$ cat src/rtl/oc_15input.sv
// Registered 15-input ones counter built from a full-adder compression tree.
// Optional all_ones flag output and register are compiled only when OC_ALL_ONES_EN is defined.
module oc_15input (
   input  logic clk,
   input  logic rst_n,
   input  logic en,
   input  logic a,
   input  logic b,
   input  logic c,
   input  logic d,
   input  logic e,
   input  logic f,
   input  logic g,
   input  logic h,
   input  logic i,
   input  logic j,
   input  logic k,
   input  logic l,
   input  logic m,
   input  logic n,
   input  logic o,
   output logic y0,
   output logic y1,
   output logic y2,
   output logic y3
`ifdef OC_ALL_ONES_EN
   ,
   output logic all_ones
`endif
);

   // Returns {carry, sum} for three equal-weight bits.
   function automatic logic [1:0] fa(input logic x, input logic y, input logic z);
      return {(x & y) | (x & z) | (y & z), x ^ y ^ z};
   endfunction

   logic [1:0] w_fa0, w_fa1, w_fa2, w_fa3, w_fa4;
   logic [1:0] w_fa5, w_fa6, w_fa7, w_fa8, w_fa9, w_fa10;
   logic [3:0] w_sum;
   logic [3:0] r_cnt;

   assign w_fa0 = fa(a, b, c);
   assign w_fa1 = fa(d, e, f);
   assign w_fa2 = fa(g, h, i);
   assign w_fa3 = fa(j, k, l);
   assign w_fa4 = fa(m, n, o);

   // Weight-1 column: five sums reduce to bit 0, carries move to weight 2.
   assign w_fa5 = fa(w_fa0[0], w_fa1[0], w_fa2[0]);
   assign w_fa6 = fa(w_fa3[0], w_fa4[0], w_fa5[0]);

   // Weight-2 column holds seven bits: five first-level carries plus two.
   assign w_fa7 = fa(w_fa0[1], w_fa1[1], w_fa2[1]);
   assign w_fa8 = fa(w_fa3[1], w_fa4[1], w_fa5[1]);
   assign w_fa9 = fa(w_fa7[0], w_fa8[0], w_fa6[1]);

   // Weight-4 column holds three bits; its carry is the MSB.
   assign w_fa10 = fa(w_fa7[1], w_fa8[1], w_fa9[1]);

   assign w_sum = {w_fa10[1], w_fa10[0], w_fa9[0], w_fa6[0]};

   always_ff @(posedge clk or negedge rst_n) begin
      if (!rst_n)
         r_cnt <= 4'd0;
      else if (en)
         r_cnt <= w_sum;
   end

   assign y0 = r_cnt[0];
   assign y1 = r_cnt[1];
   assign y2 = r_cnt[2];
   assign y3 = r_cnt[3];

`ifdef OC_ALL_ONES_EN
   logic r_all_ones;

   always_ff @(posedge clk or negedge rst_n) begin
      if (!rst_n)
         r_all_ones <= 1'b0;
      else if (en)
         r_all_ones <= (w_sum == 4'd15);
   end

   assign all_ones = r_all_ones;
`endif

endmodule

$ cat config.mk
export PLATFORM = sky130hd
export DESIGN_NAME = oc_15input
export DESIGN_NICKNAME = d
export VERILOG_FILES = /design/src/rtl/oc_15input.sv
export SDC_FILE = /design/constraint.sdc
export NUM_CORES = 1
export LEC_CHECK = 0
export ABC_AREA = 0
export CAP_MARGIN = 20
export CORE_AREA = 2 2 39 41
export DETAILED_ROUTE_END_ITERATION = 8
export DIE_AREA = 0 0 41 43
export PLACE_DENSITY = 0.76
export SLEW_MARGIN = 20
export SYNTH_ARGS = -nofsm -noshare
export SYNTH_HDL_FRONTEND = slang
export SYNTH_SLANG_ARGS = --single-unit
$ cat constraint.sdc
create_clock -name clk -period 0.8 [get_ports clk]
set_input_delay 0.16 -clock clk [delete_from_list [all_inputs] [get_ports clk]]
set_output_delay 0.16 -clock clk [all_outputs]
set_load 0.01 [all_outputs]
==> flow_summary_export.csv, run 1 <==
group,metric,value,unit
clock_network,postCtsHoldBufs,0,
timing,slew_violations,0,
clock_network,root_buffer,"clkbuf_4",
floorplan,die_y,43,um
detailed_routing,drc,0,
timing,relSlewSlack,87.04,%
floorplan,ios,22,
synth,synth_edf_count,0,
synth,avgSynthCellArea,12.63,um^2
detailed_routing,ant_nets,0,
final_layout,layout.nets,89,
synth,syn_nets,62,
final_layout,top_regs,"r_cnt: 4 flops",
timing,setup_slack,-1.838,ns
synth,synthMuxAreaShare,10.51,%
floorplan,core_area,1384,um^2
synth,netlist.top_cell.by_area,"fa_1",
synth,ys_seq_area_share,24.02,%
synth,yosysWarnings,0,
worst_setup_path,cp-start-kind,"input pin",
worst_setup_path,cpMostUsedCell,"fa_2",
worst_setup_path,crit_start,"h",
synth,synth_compound_area_share,0,%
timing,finClkSkew,0,ns
worst_setup_path,cp_max_fo,1,
detailed_routing,totalWireLength,734,um
worst_setup_path,worst-setup-path-type,"input pin to flop",
timing,min_period_over_period,329.8,%
synth,async_flop_share,100.0,%
worst_setup_path,crit_family,"adder cells",
worst_setup_path,worstPathRequired,0.92,ns
detailed_routing,drt_iter0_markers,0,
synth,synthSimpleGateAreaFrac,0,%
clock_network,cts_tree,"yes",
worst_setup_path,path_buf_inv,3,
detailed_routing,routedWlPerCell,9.919,um
run_status,status,"complete, but fails checks",
placed_design,place.gp.congestion,0.6543,
timing,grt_setup_unrepaired,"yes",
timing,hold_viol,0,
pwr,clkPwrFrac,19.2,%
run,drv_cap,0,
floorplan,dieArea,1763,um^2
synth,synth_top_family_by_area,"adder cells",
clock_network,clkSinkCount,4,
synth,syn_inst,33,
global_routing,grt_pass1_wl,1386,um
pwr,vdd_drop_max,1.254,mV
pwr,p_seq_share,26.5,%
global_routing,track_usage,12.07,%
run_status,failed_checks,"setup timing",
synth,synth_area,416.7,um^2
pwr,internal_power,0.8672,mW
pwr,leakagePower,0.3245,nW
global_routing,antenna_found_initial,0,
worst_setup_path,r2r_end,"r_cnt[2]",
synth,synth_commonest_cells,"inv_1, fa_1, dfrtp_1",
synth,ys_types,5,
synth,synth_top_area_share,52.85,%
synth,synthFlopType,"dfrtp_1",
timing,max_freq,379.0,MHz
detailed_routing,drtPass1Iterations,1,
worst_setup_path,critPathSlowestCell,"fa_1",
clock_network,numCtsBuffers,3,
global_routing,grt_max_degree,5,
synth,synth.most_common_cell,"inv_1",
global_routing,grt-ovfl-total,0,
worst_setup_path,cpPeakStageDelay,0.54,ns
clock_network,clk_path_buf_depth,2,
clock_network,insertion_delay,0.24,ns
timing,setup_viol,8,
timing,tightest_slew,0.1937,ns
timing,fin_crit,2.638,ns
worst_setup_path,r2r_cells,1,
final_layout,largest_reg_flops,4,
final_layout,n_antenna_cell,0,
synth,yosys.area_share.adder,52.85,%
min_path,worstHoldPathType,"input pin to asynchronous set/reset pin",
detailed_routing,via_per_inst,4.122,
clock_network,clk_pin_slew,0.04,ns
pwr,switching_share,34.90,%
final_layout,area_growth,54.65,%
pwr,comb_power_share,54.4,%
placed_design,port_buffers,21,
synth,ys_ff_latch,4,
pwr,cellPowerDensity,2067,nW/um^2
final_layout,largest-register,"r_cnt",
floorplan,die_w,41,um
clock_network,htreeDepth,1,
worst_setup_path,worstPathCellList,"buf_6 -> fa_1 -> inv_2 -> fa_2 -> fa_1 -> inv_2 -> fa_2 -> fa_2 -> mux2_4",
floorplan,fp-row-count,14,
synth,yosys-top-cells-area,"fa_1, dfrtp_1, inv_1",
global_routing,first_global_vias,356,
detailed_routing,num_vias,305,
worst_setup_path,cp.depth,9,
clock_network,cts_setup_buffers,0,
placed_design,pre_cts_ws,-2.449,ns
worst_setup_path,cp.arrival,2.76,ns
worst_setup_path,end_kind,"flop",
floorplan,start_util,30.11,%
worst_setup_path,cp-endpoint,"r_cnt[2]",
worst_setup_path,reg2reg_from,"r_cnt[2]",
final_layout,final_util,46.56,%
final_layout,drive_gt1_share,46.55,%
synth,synthXorXnorAreaFrac,0,%
placed_design,hpwl,662.4,um
pwr,p_switching,0.4648,mW
worst_setup_path,r2r_slack,0.05,ns
==> routing by layer <==
layer	wire, um	vias up	track usage, %
met2	363	13	18.13
li1	-	140	-
met4	11	0	6.000
met3	72	2	4.712
met5	0	-	0
met1	286	150	14.33
==> layout by cell type (no fill, tap or decap) <==
master | Yosys | layout
buf_2 | 0 | 10
buf_4 | 0 | 1
buf_6 | 0 | 3
clkbuf_4 | 0 | 3
clkdlybuf4s50_1 | 0 | 8
dfrtp_1 | 4 | 4
fa_1 | 11 | 7
fa_2 | 0 | 4
inv_1 | 14 | 11
inv_2 | 0 | 3
mux2_2 | 3 | 2
mux2_4 | 0 | 1
mux2i_1 | 1 | 1
==> cells by family after synthesis <==
logic type                 count (synthesis)
buffers and inverters                     14
adders and majority gates                 11
muxes                                      4
DFF                                        4
==> per-stage QoR <==
stage	power [mW]	instances	instance area (um^2)	hold WS (ns)	TNS, ns
detailed placement	1.177	71	664.4	0.3799	-9.427
CTS	1.388	74	644.4	0.1173	-6.662
finish	1.332	74	644.4	0.1226	-6.501
global route	1.473	74	644.4	0.1321	-6.778
global placement	1.152	71	664.4	0.3737	-9.331
floorplan	0.7733	33	426.7	-0.1356	-6.489
==> what timing repair did <==
item                       in CTS  in global routing
gates resized for setup        54                  0
setup endpoints to repair       8                  8
pin swaps                       7                  5
==> layout make-up <==
type                    count  area [um^2]
fillers                   140        739.5
multi-input cells          15        277.8
repair buffers             22        171.4
flip-flops and latches      4        100.1
inverters                  14        52.55
clock buffers               3        22.52
well taps                  16        20.02
==> how the worst min path moves through the flow <==
stage               end  cells past startpoint  slack [ns]
2_1_floorplan  r_cnt[0]                      0       -0.14
3_3_place_gp   r_cnt[0]                      1        0.37
3_5_place_dp   r_cnt[0]                      1        0.38
4_1_cts        r_cnt[0]                      1        0.12
5_1_grt        r_cnt[0]                      1        0.13
6_report       r_cnt[0]                      1        0.12
==> power groups by stage <==
| stage | clock network [mW] | logic (mW) | registers (mW) |
|---|---|---|---|
| 6_report | 0.255 | 0.724 | 0.353 |
| 5_1_grt | 0.285 | 0.821 | 0.366 |
| 4_1_cts | 0.278 | 0.754 | 0.356 |
| 3_5_place_dp | 0 | 0.818 | 0.359 |
| 3_3_place_gp | 0 | 0.791 | 0.360 |
| 2_1_floorplan | 0 | 0.367 | 0.406 |
Note: power is estimated with default switching activity, not from simulation.
==> run 2: changes to the inputs <==
Settings changed: ABC_CLOCK_PERIOD_IN_PS set to 800.
==> results of run 2 <==
Final layout, timing and power as in run 1 (identical DEF).
